### src/rtl/alu_r32i_pkg.sv
// alu_r32i_pkg: shared definitions for the RV32I-style ALU.
//   - alucode_e : 4-bit operation select encoding
//   - DATA_W    : default operand/result width
package alu_r32i_pkg;

  localparam int DATA_W = 32;

  typedef enum logic [3:0] {
    ALU_ADD  = 4'd0,
    ALU_SUB  = 4'd1,
    ALU_SSL  = 4'd2,
    ALU_SLT  = 4'd3,
    ALU_SLTU = 4'd4,
    ALU_XOR  = 4'd5,
    ALU_SSR  = 4'd6,
    ALU_SRA  = 4'd7,
    ALU_OR   = 4'd8,
    ALU_AND  = 4'd9,
    ALU_CPY  = 4'd10
  } alucode_e;

endpackage

### src/rtl/alu_r32i_core.sv
// alu_r32i_core: purely combinational ALU datapath.
//   A, B     : raw operand bits (signedness chosen per operation)
//   alucode  : operation select (alucode_e encoding)
//   w_result : next result value; unused codes yield 0
module alu_r32i_core
  import alu_r32i_pkg::*;
#(
  parameter int dataW = DATA_W
) (
  input  logic [dataW-1:0] A,
  input  logic [dataW-1:0] B,
  input  logic [3:0]       alucode,
  output logic [dataW-1:0] w_result
);

  localparam int SHW = $clog2(dataW);

  // Only the low bits of B select the shift distance; upper bits are ignored.
  logic [SHW-1:0] w_shamt;
  assign w_shamt = B[SHW-1:0];

  always_comb begin
    w_result = '0;
    case (alucode)
      ALU_ADD:  w_result = A + B;
      ALU_SUB:  w_result = A - B;
      ALU_SSL:  w_result = A << w_shamt;
      ALU_SLT:  w_result = {{(dataW-1){1'b0}}, ($signed(A) < $signed(B))};
      ALU_SLTU: w_result = {{(dataW-1){1'b0}}, (A < B)};
      ALU_XOR:  w_result = A ^ B;
      ALU_SSR:  w_result = A >> w_shamt;
      ALU_SRA:  w_result = $unsigned($signed(A) >>> w_shamt);
      ALU_OR:   w_result = A | B;
      ALU_AND:  w_result = A & B;
      ALU_CPY:  w_result = B;
      default:  w_result = '0;
    endcase
  end

endmodule

### src/rtl/alu_r32i.sv
// alu_r32i: registered ALU, one-cycle latency, one result per cycle.
//   clock     : rising-edge clock
//   reset     : synchronous active-high reset
//   in_valid  : A/B/alucode sampled on this edge
//   A, B      : operands; alucode selects the operation
//   result    : registered result, held while in_valid is low
//   out_valid : in_valid delayed one cycle
//   zero      : registered, high when result is 0
module alu_r32i
  import alu_r32i_pkg::*;
#(
  parameter int dataW = DATA_W
) (
  input  logic             clock,
  input  logic             reset,
  input  logic             in_valid,
  input  logic [dataW-1:0] A,
  input  logic [dataW-1:0] B,
  input  logic [3:0]       alucode,
  output logic [dataW-1:0] result,
  output logic             out_valid,
  output logic             zero
);

  logic [dataW-1:0] w_next;
  logic [dataW-1:0] r_result;
  logic             r_zero;
  logic             r_out_valid;

  alu_r32i_core #(.dataW(dataW)) u_core (
    .A        (A),
    .B        (B),
    .alucode  (alucode),
    .w_result (w_next)
  );

  // zero is derived from the same value being loaded so the pair never skews.
  always_ff @(posedge clock) begin
    if (reset) begin
      r_result    <= '0;
      r_zero      <= 1'b1;
      r_out_valid <= 1'b0;
    end else begin
      r_out_valid <= in_valid;
      if (in_valid) begin
        r_result <= w_next;
        r_zero   <= (w_next == '0);
      end
    end
  end

  assign result    = r_result;
  assign zero      = r_zero;
  assign out_valid = r_out_valid;

endmodule

### config.mk
export PLATFORM = sky130hd
export DESIGN_NAME = alu_r32i
export DESIGN_NICKNAME = d
export VERILOG_FILES = /design/src/rtl/alu_r32i_pkg.sv /design/src/rtl/alu_r32i_core.sv /design/src/rtl/alu_r32i.sv
export SDC_FILE = /design/constraint.sdc
export NUM_CORES = 1
export LEC_CHECK = 0
export BUFFER_PORTS_ARGS = -buffer_cell sky130_fd_sc_hd__buf_2
export CAP_MARGIN = 10
export CORE_AREA = 2 2 168 170
export CTS_CLUSTER_SIZE = 10
export DETAILED_ROUTE_END_ITERATION = 7
export DIE_AREA = 0 0 170 172
export PLACE_DENSITY = 0.59
export SLEW_MARGIN = 15
export SYNTH_ARGS = -nofsm -noshare
export SYNTH_HDL_FRONTEND = slang
export SYNTH_SLANG_ARGS = --single-unit
### constraint.sdc
create_clock -name clock -period 15.4 [get_ports clock]
set_clock_uncertainty 0.2 [all_clocks]
set_input_delay 3.08 -clock clock [delete_from_list [all_inputs] [get_ports clock]]
set_output_delay 3.08 -clock clock [all_outputs]
set_load 0.1 [all_outputs]
==> impl_metrics.csv, run 1 <==
group,metric,value,unit
outcome,status,"finished, final reports clean",
clock_network,clock-sinks,34,
job,drv_cap,0,
synthesis,synthCells,1534,
layout,mostFrequentLayoutCells,"nor2_1 (160), nand2_1 (145), a21oi_1 (116)",
clock_network,hold_buffers,0,
critical_path,cpLargestDelayFamily,"compound AO/OA/AOI/OAI gates",
grt,antenna_found_initial,1,
synthesis,synth-edff-count,0,
sta,finalWorstSetupSlack,7080,ps
sta,finalHoldViolations,0,
critical_path,critPathBufInv,3,
sta,setup_viol,0,
sta,worst_pin_slew,1140,ps
layout,syn2layout_area_growth,6.93,%
synthesis,synthesis.nets,1707,
sta,min_period,8320,ps
die,start_util,0.393,
drt,vias_per_cell,6.83,
die,dieArea,29200,um2
critical_path,arrival,8340,ps
place,globalplace.congestion,1.08,
sta,finalCritPeriodShare,0.540,
pwr,switching_share,0.548,
critical_path,cp_max_fo,52,
layout,drive_gt1_frac,0.139,
clock_network,numCtsBuffers,5,
pwr,p_leak,0.00482,uW
sta,rsz0062_at_grt,"false",
synthesis,synth.avg_cell_area,7.04,um2
synthesis,synth_area_leaders,"ha_1 (12%), mux4_2 (6.9%), dfxtp_1 (6.3%)",
synthesis,yosysSeqAreaShare,0.0630,
synthesis,yosys.cell_types.count,94,
worst_hold_path,min_path_type,"reg -> reg",
pwr,power.density,56.7,nW/um2
clock_network,clk_latency,280,ps
layout,seqCellArea,681,um2
pwr,clockPowerShare,0.154,
critical_path,required,15420,ps
synthesis,yosysTopAreaCell,"ha_1",
critical_path,crit_chain,"buf_4 -> buf_4 -> inv_2 -> fa_1 -> nand2b_1 -> o2bb2ai_1 -> a221o_1 -> a2111oi_0 -> nand3_1 -> nor4_1 -> nand4_1 -> nor4_2 -> and4_1 -> and4_1 -> a31o_1",
drt,wl,54.9,mm
clock_network,cts-root-buf,"clkbuf_16",
synthesis,synth_top_cell_area_share,0.116,
pwr,irDropWorstVdd,39.5,uV
grt,grt_pass1_vias,11992,
critical_path,critPathMaxStageDelay,1000,ps
layout,n_fill_cell,2938,
clock_network,cts_resized,0,
pwr,pwr-share-seq,0.151,
layout,layout_commonest_cell,"nor2_1",
drt,drc_errors,0,
sta,slew-limit-headroom,0.217,
die,ioPinCount,105,
pwr,p_switching,358,uW
synthesis,syn-cell-area,10800,um2
critical_path,critPathLaunchType,"input port",
critical_path,path_class,"in -> reg",
layout,multi_input_area,9200,um2
clock_network,cts_tree,"yes",
place,io_buffers,104,
drt,ant_nets,0,
die,fp.dieW,170,um
synthesis,yosysWarningCount,0,
die,rows,61,
sta,fmax,0.120,GHz
grt,grt_pass1_wl,80.5,mm
place,place_ws,6830,ps
die,dieHeight,172,um
synthesis,synthArstFlopShare,0,
clock_network,cts_setup_buffers,0,
synthesis,ys.flop_type,"dfxtp_1",
grt,grt_use_total,0.369,
drt,drt-initial-drc-count,1458,
drt,first_pass_iters,6,
clock_network,htree_levels,2,
grt,overflow,0,
pwr,pwr-share-comb,0.695,
drt,wl_per_cell,29.1,um
die,core_region_area,27500,um2
critical_path,cpMaxStageDelayCell,"a2111oi_0",
clock_network,clk_path_buf_depth,2,
sta,tns,0,ps
layout,layout.nets,1713,
pwr,internal-power,296,uW
drt,vias,12888,
clock_network,clk_pin_slew_worst_paths,60,ps
place,dpl.hpwl,42.7,mm
sta,drv_slew,0,
synthesis,ys_ff_latch,34,
grt,grt_max_degree,73,
critical_path,endpoint_kind,"flop",
## power by group through the flow
stage,logic (uW),registers [uW],clock network (uW)
3_3_place_gp,442,100,0
3_5_place_dp,441,101,0
2_1_floorplan,255,152,0
5_1_grt,481,99.5,106
4_1_cts,443,98.7,103
6_report,454,98.6,101
## kinds of logic (layout without fill, tap and decap cells)
| logic type | after synthesis | count (layout) | synth area share |
|---|---|---|---|
| flip-flops | 34 | 34 | 0.0630 |
| buffers and inverters | 231 | 238 | 0.0889 |
| multiplexers | 119 | 119 | 0.151 |
| adder cells (fa/ha/maj) | 102 | 102 | 0.120 |
| AND/OR/NAND/NOR | 506 | 506 | 0.222 |
| other | 0 | 1 | 0 |
| XOR/XNOR | 13 | 13 | 0.0105 |
| AO/OA/AOI/OAI | 529 | 529 | 0.345 |
## per-stage QoR
step	cell area (um2)	util	hold WS (ps)	instances	power, uW
3_5_place_dp	11400	0.415	272	1879	541
5_1_grt	11500	0.420	296	1887	687
6_report	11500	0.420	277	1888	654
3_3_place_gp	11400	0.415	273	1879	542
2_1_floorplan	10800	-	714	1534	407
4_1_cts	11500	0.420	282	1887	645
## cells in the mapped netlist (8+ instances only)
master and count:
and2_1 13, o31ai_1 15, nor2_1 160, a21oi_1 116
o21a_1 11, nor4_1 14, a22oi_1 23, nand2b_1 23
a21o_1 14, nand2_1 145, a31oi_1 13, mux4_2 33
o22ai_1 17, buf_2 26, mux2i_1 64, mux2_1 8
o221ai_1 17, a221o_1 8, xnor2_1 10, nor3_1 46
inv_1 96, o21ai_0 70, a211oi_1 56, ha_1 100
nand4_1 8, nor2b_1 14, nand3_1 28, a221oi_1 19
mux2_2 14, o21ai_1 14, dfxtp_1 34, or3_1 10
o211ai_1 26, clkbuf_1 84, o2111ai_1 9
## path summary, 6_finish.rpt
path	from	endpoint	slack [ps]	cells after the start
worst max-delay path	B[1]	zero	7080	15
worst max register to register	zero	zero	14410	2
worst min-delay path	result[15]	result[15]	280	2
worst min register to register	result[15]	result[15]	280	2
## metal layers
layer	GRT usage	up-vias	wire length [um]
met2	0.598	740	24700
met3	0.0481	115	4430
li1	-	5791	-
met5	0	-	0
met1	0.489	6242	22800
met4	0.168	0	2850
## registers in the layout, summed over array words and instances (netlist names)
name / cells
result: 32
out_valid: 1
zero: 1
## worst min-delay path, delay by kind of cell (launching register included)
kind	cells	cell delay [ps]
DFF	1	310
and+or+nand+nor	2	120
## cell type report
class                   instances  share of cell area
well taps                     346              0.0375
diodes                          1            0.000217
clock inverters                 1            0.000434
flip-flops and latches         34              0.0590
clock buffers                   7              0.0124
repair buffers                127              0.0605
inverters                     103              0.0335
multi-input cells            1269               0.797
No activity file was read; power rests on OpenSTA's default activity.
==> inputs of run 2 (changes only) <==
==> constraint.sdc (replaced) <==
create_clock -name clock -period 8.4 [get_ports clock]
set_clock_uncertainty 0.2 [all_clocks]
set_input_delay 1.68 -clock clock [delete_from_list [all_inputs] [get_ports clock]]
set_output_delay 1.68 -clock clock [all_outputs]
set_load 0.1 [all_outputs]
==> run 2 against run 1 <==
Global-route usage rose by 0.071 points. Clock power grew 100%. Hold slack improved by 1.0 ps. Sequential cell count unchanged. Die area unchanged. Sequential power up 84%.
==> impl_metrics.csv, run 2 (synthesis gave the netlist of run 1 again) <==
group,metric,value,unit
drt,vias_per_cell,6.81,
place,dp.cells,1882,
die,dieArea,29200,um2
grt,antenna_found_initial,1,
critical_path,cpMaxStageDelayCell,"ha_1",
pwr,p_leak,0.00484,uW
drt,drt-initial-drc-count,1582,
sta,tns,0,ps
drt,ant_nets,0,
grt,grt_max_degree,62,
grt,grt_use_met2,0.598,
drt,drc_errors,0,
layout,largest_reg_flops,32,
sta,rsz0062_at_grt,"false",
grt,grt_pass1_vias,11879,
critical_path,crit_cells,15,
layout,mostFrequentLayoutCells,"nor2_1 (160), nand2_1 (145), a21oi_1 (116)",
clock_network,cts-root-buf,"clkbuf_16",
sta,slew-limit-headroom,0.281,
clock_network,hold_buffers,0,
layout,layout.cells.non_filler,1891,
place,io_buffers,104,
layout,layout_commonest_cell,"nor2_1",
place,place_ws,1750,ps
sta,finalHoldViolations,0,
grt,overflow,0,
clock_network,htree_levels,2,
grt,grt_use_met3,0.0554,
sta,drv_slew,0,
critical_path,required,8420,ps
grt,grt_pass1_wl,80.7,mm
die,ioPinCount,105,
die,fp.dieW,170,um
critical_path,critPathLaunchType,"input port",
layout,drive_gt1_frac,0.140,
layout,n_fill_cell,2905,
critical_path,cp_max_fo,26,
sta,min_period,6310,ps
pwr,irDropWorstVdd,95.4,uV
die,start_util,0.393,
clock_network,clock-sinks,34,
critical_path,endpoint_kind,"flop",
clock_network,cts_setup_buffers,0,
drt,wl_per_cell,29.2,um
sta,fmax,0.159,GHz
critical_path,path_class,"in -> reg",
worst_hold_path,min_path_type,"reg -> reg",
layout,seqCellArea,681,um2
critical_path,cpLargestDelayFamily,"compound AO/OA/AOI/OAI gates",
place,globalplace.congestion,1.07,
layout,syn2layout_area_growth,7.29,%
critical_path,critPathBufInv,2,
grt,grt_use_total,0.370,
die,rows,61,
outcome,status,"finished, final reports clean",
drt,first_pass_iters,6,
sta,setup_viol,0,
grt,met1_usage,0.488,
drt,vias,12873,
clock_network,clk_path_buf_depth,2,
layout,multi_input_area,9200,um2
pwr,p_total,1220,uW
clock_network,cts_resized,0,
place,dpl.hpwl,43.3,mm
clock_network,clk_pin_slew_worst_paths,60,ps
clock_network,clk_latency,270,ps
critical_path,arrival,6330,ps
worst_hold_path,min_path_cells,2,
die,core_region_area,27500,um2
layout,layout.nets,1716,
sta,worst_pin_slew,1070,ps
pwr,power.density,106,nW/um2
critical_path,reg2reg_depth,2,
sta,finalWorstSetupSlack,2090,ps
die,dieHeight,172,um
critical_path,cpMostUsedCell,"a21oi_1",
clock_network,cts_tree,"yes",
critical_path,crit_chain,"buf_2 -> inv_1 -> ha_1 -> nor2_1 -> a211oi_2 -> a21oi_1 -> or4b_1 -> o32a_1 -> a21oi_1 -> o311ai_1 -> a221oi_1 -> a21oi_1 -> nor4_1 -> and4_1 -> a31o_1",
sta,finalCritPeriodShare,0.751,
drt,wl,55.1,mm
clock_network,numCtsBuffers,5,
grt,grt-busiest-layer,"met2",
job,drv_cap,0,
critical_path,critPathMaxStageDelay,530,ps
## run 2: changes by cell type in the layout (fill, tap and decap cells not counted), sizes merged
cell    previous run  this run
clkinv             2         1
bufinv             0         1
buf              127       130
## run 2: final timing paths
path / from / end / slack [ps]
worst max-delay path: B[4] / zero / 2090
worst min-delay path: result[19] / result[19] / 280
worst max register to register: zero / zero / 7410
worst min register to register: result[19] / result[19] / 280
## run 2: final cells by class
type                       instances  area share
timing repair buffer             130      0.0622
inverter                         103      0.0334
clock inverter                     1     0.00259
sequential                        34      0.0588
clock buffer                       7      0.0114
multi-input combinational       1269       0.794
tap                              346      0.0374
antenna                            1    0.000216
## run 2: through the flow
stage | hold slack (ps) | util | cell area [um2]
finish | 278 | 0.422 | 11600
CTS | 279 | 0.421 | 11600
global route | 300 | 0.421 | 11600
global placement | 270 | 0.416 | 11400
floorplan | 714 | - | 10800
detailed placement | 272 | 0.416 | 11400
## run 2: tightest hold or removal path, stage by stage (launching register included)
cell and delay [ps]:
dfxtp_1 300, nor2_1 80, nor3_1 50
## run 2: layer usage
layer	wire, um	vias to the layer above
met3	4640	151
li1	-	5798
met4	3140	0
met5	0	-
met1	22800	6159
met2	24500	765
## run 2: power breakdown
part | switching [uW] | total [uW] | internal (uW)
Combinational | 584 | 836 | 252
Sequential | 6.65 | 181 | 175
Clock | 66.6 | 207 | 140
==> inputs of run 3 (changes only) <==
--- a/config.mk
+++ b/config.mk
@@ -5,13 +5,14 @@
 export SDC_FILE = /design/constraint.sdc
 export NUM_CORES = 1
 export LEC_CHECK = 0
+export ABC_AREA = 1
 export BUFFER_PORTS_ARGS = -buffer_cell sky130_fd_sc_hd__buf_2
 export CAP_MARGIN = 10
-export CORE_AREA = 2 2 168 170
+export CORE_AREA = 2 2 175 177
 export CTS_CLUSTER_SIZE = 10
 export DETAILED_ROUTE_END_ITERATION = 7
-export DIE_AREA = 0 0 170 172
-export PLACE_DENSITY = 0.59
+export DIE_AREA = 0 0 177 179
+export PLACE_DENSITY = 0.61
 export SLEW_MARGIN = 15
 export SYNTH_ARGS = -nofsm -noshare
 export SYNTH_HDL_FRONTEND = slang
==> constraint.sdc (replaced) <==
create_clock -name clock -period 5.8 [get_ports clock]
set_clock_uncertainty 0.2 [all_clocks]
set_input_delay 1.16 -clock clock [delete_from_list [all_inputs] [get_ports clock]]
set_output_delay 1.16 -clock clock [all_outputs]
set_load 0.1 [all_outputs]
==> run 3 against run 2 <==
First-iteration DRC count grew 31%. Via count grew 26%. Non-clock buffer count shrank 8. Register-to-register slack lost 2800 ps. Sequential power grew 45%. Critical path depth grew 5. Sequential cell count is the same. Synthesized area grew 9.5%. Cell count grew 47%. Utilization shrank 0.39 points.
==> impl_metrics.csv, run 3 <==
group,metric,value,unit
outcome,status,"finished, final reports clean",
critical_path,path_class,"in -> reg",
sta,finalCritPeriodShare,0.762,
drt,wl_per_cell,22.0,um
layout,syn2layout_area_growth,6.14,%
layout,multi_input_area,9330,um2
critical_path,critPathMaxStageDelay,500,ps
pwr,p_switching,1070,uW
layout,layout.nets,2557,
clock_network,cts_resized,0,
layout,drive_gt1_frac,0.0751,
die,dieArea,31700,um2
drt,wl,61.1,mm
pwr,p_leak,0.00711,uW
grt,grt_max_degree,81,
synthesis,yosysTopAreaCell,"nand2_1",
die,start_util,0.394,
grt,antenna_found_initial,0,
clock_network,cts_tree,"yes",
sta,whs,279,ps
pwr,irDropWorstVdd,90.8,uV
layout,seqCellArea,681,um2
critical_path,r2r_slack,4610,ps
critical_path,required,5830,ps
layout,n_fill_cell,3549,
critical_path,crit_chain,"buf_2 -> clkinv_1 -> ha_1 -> inv_1 -> nand2_1 -> nand2_1 -> nand3b_1 -> nand2_1 -> nand3_1 -> nand2_1 -> nor2_1 -> nor2_1 -> nand2_1 -> nor2_1 -> nand2_1 -> nor2_1 -> nand2_1 -> nor2_1 -> nand3_1 -> nand2_1",
worst_hold_path,min_path_type,"reg -> reg",
clock_network,numCtsBuffers,5,
die,dieHeight,179,um
critical_path,endpoint_kind,"flop",
clock_network,clk_path_buf_depth,2,
layout,layout_commonest_cell,"nand2_1",
synthesis,yosysWarningCount,0,
layout,largest_reg_flops,32,
clock_network,htree_levels,2,
drt,vias_per_cell,5.82,
synthesis,ys_ff_latch,34,
pwr,internal-power,759,uW
critical_path,cpMostUsedCell,"nand2_1",
critical_path,cp_max_fo,28,
clock_network,clk_pin_slew_worst_paths,60,ps
drt,ant_nets,0,
place,globalplace.congestion,1.03,
layout,antenna_cells,0,
critical_path,cpMaxStageDelayCell,"ha_1",
synthesis,synth.most_common_cell,"nand2_1",
place,io_buffers,104,
synthesis,synthArstFlopShare,0,
sta,fmax,0.226,GHz
die,ioPinCount,105,
grt,grt_use_total,0.376,
sta,worst_pin_slew,986,ps
pwr,pwr-share-seq,0.144,
die,rows,64,
layout,mostFrequentLayoutCells,"nand2_1 (741), nand3_1 (495), inv_1 (311)",
critical_path,cpLargestDelayFamily,"simple AND/OR/NAND/NOR gates",
critical_path,crit_cells,20,
critical_path,critPathLaunchType,"input port",
critical_path,r2r-start,"result[3]",
synthesis,synthCells,2365,
synthesis,synth_common_cells,"nand2_1 (741), nand3_1 (495), inv_1 (311)",
sta,rsz0062_at_grt,"false",
pwr,switching_share,0.586,
die,core_region_area,30000,um2
critical_path,critPathBufInv,3,
clock_network,cts-root-buf,"clkbuf_16",
critical_path,reg2reg_depth,4,
clock_network,cts_setup_buffers,0,
synthesis,ys.flop_type,"dfxtp_1",
critical_path,startpoint,"B[4]",
synthesis,yosysSeqAreaShare,0.0576,
pwr,clockPowerShare,0.171,
clock_network,hold_buffers,0,
synthesis,synth_area_leaders,"nand2_1 (24%), nand3_1 (21%), ha_1 (11%)",
pwr,power.density,146,nW/um2
synthesis,syn-cell-area,11800,um2
die,fp.dieW,177,um
clock_network,clock-sinks,34,
sta,finalHoldViolations,0,
sta,min_period,4420,ps
drt,vias,16194,
drt,first_pass_iters,6,
sta,setup_viol,0,
job,drv_cap,0,
critical_path,cp-endpoint,"zero",
synthesis,synth-edff-count,0,
grt,grt_pass1_vias,14564,
pwr,pwr-share-comb,0.685,
synthesis,synthesis.nets,2538,
synthesis,synth_top_cell_area_share,0.235,
synthesis,synth.avg_cell_area,5.00,um2
critical_path,timing.rr.end,"result[3]",
critical_path,arrival,4450,ps
drt,drt-initial-drc-count,2075,
sta,slew-limit-headroom,0.340,
synthesis,yosys.cell_types.count,43,
grt,grt_pass1_wl,89.0,mm
clock_network,clk_latency,290,ps
place,dpl.hpwl,50.3,mm
sta,tns,0,ps
drt,drc_errors,0,
sta,drv_slew,0,
grt,overflow,0,
[run 3: cell types whose count changed after synthesis, moves of 28 or more]
| cell | before | now |
|---|---|---|
| a211oi_1 | 56 | 0 |
| a21oi_1 | 116 | 65 |
| buf_2 | 26 | 54 |
| clkbuf_1 | 84 | 14 |
| inv_1 | 96 | 311 |
| mux2i_1 | 64 | 0 |
| mux4_2 | 33 | 0 |
| nand2_1 | 145 | 741 |
| nand3_1 | 28 | 495 |
| nor2_1 | 160 | 245 |
[run 3: logic make-up (layout without fill, tap and decap cells)]
group                    after synthesis  count (layout)  synth area share
AND/OR/NAND/NOR                     1594            1594             0.584
buffers and inverters                433             453             0.153
AO/OA/AOI/OAI                        202             202            0.0959
adder cells (fa/ha/maj)              102             102             0.109
flip-flops                            34              34            0.0576
[run 3: cell type report]
type,instances,share of cell area
multi-input cells,1898,0.744
flip-flops and latches,34,0.0543
inverters,323,0.0971
clock buffers,8,0.0133
repair buffers,122,0.0523
well taps,396,0.0395
[run 3: worst min-delay path by stage]
stage / start / endpoint / slack, ps / cells past startpoint
final: result[10] / result[10] / 280 / 2
after global placement: result[9] / result[9] / 260 / 2
after floorplan: zero / zero / 790 / 2
after detailed placement: result[10] / result[10] / 270 / 2
after CTS: result[10] / result[10] / 280 / 2
after global routing: result[10] / result[10] / 310 / 2
[run 3: worst reg2reg max path: stages, from the launching register on]
cell and delay, ps:
dfxtp_1 350, nor2_1 50, nor2_1 220, o21ai_0 210, inv_1 110
[run 3: per-stage QoR]
stage | cell area [um2] | utilization | setup WS (ps) | power (uW) | instances
CTS | 12500 | 0.418 | 1440 | 1790 | 2781
global route | 12500 | 0.418 | 1140 | 1940 | 2781
detailed placement | 12400 | 0.412 | 1150 | 1480 | 2773
floorplan | 11800 | - | 1970 | 1110 | 2365
finish | 12500 | 0.418 | 1380 | 1830 | 2781
global placement | 12400 | 0.412 | 1190 | 1480 | 2773
[run 3: power groups by stage]
stage | Sequential [uW] | Clock, uW | Combinational, uW
floorplan | 393 | 0 | 721
global placement | 268 | 0 | 1210
detailed placement | 268 | 0 | 1210
CTS | 263 | 314 | 1220
global route | 264 | 324 | 1360
finish | 263 | 313 | 1250
[run 3: per-layer routing]
metal / wire (um) / up-vias / track usage
met1: 26000 / 7519 / 0.508
met2: 27000 / 882 / 0.610
met4: 2900 / 0 / 0.154
met3: 5160 / 136 / 0.0394
met5: 0 / - / 0
li1: - / 7657 / -
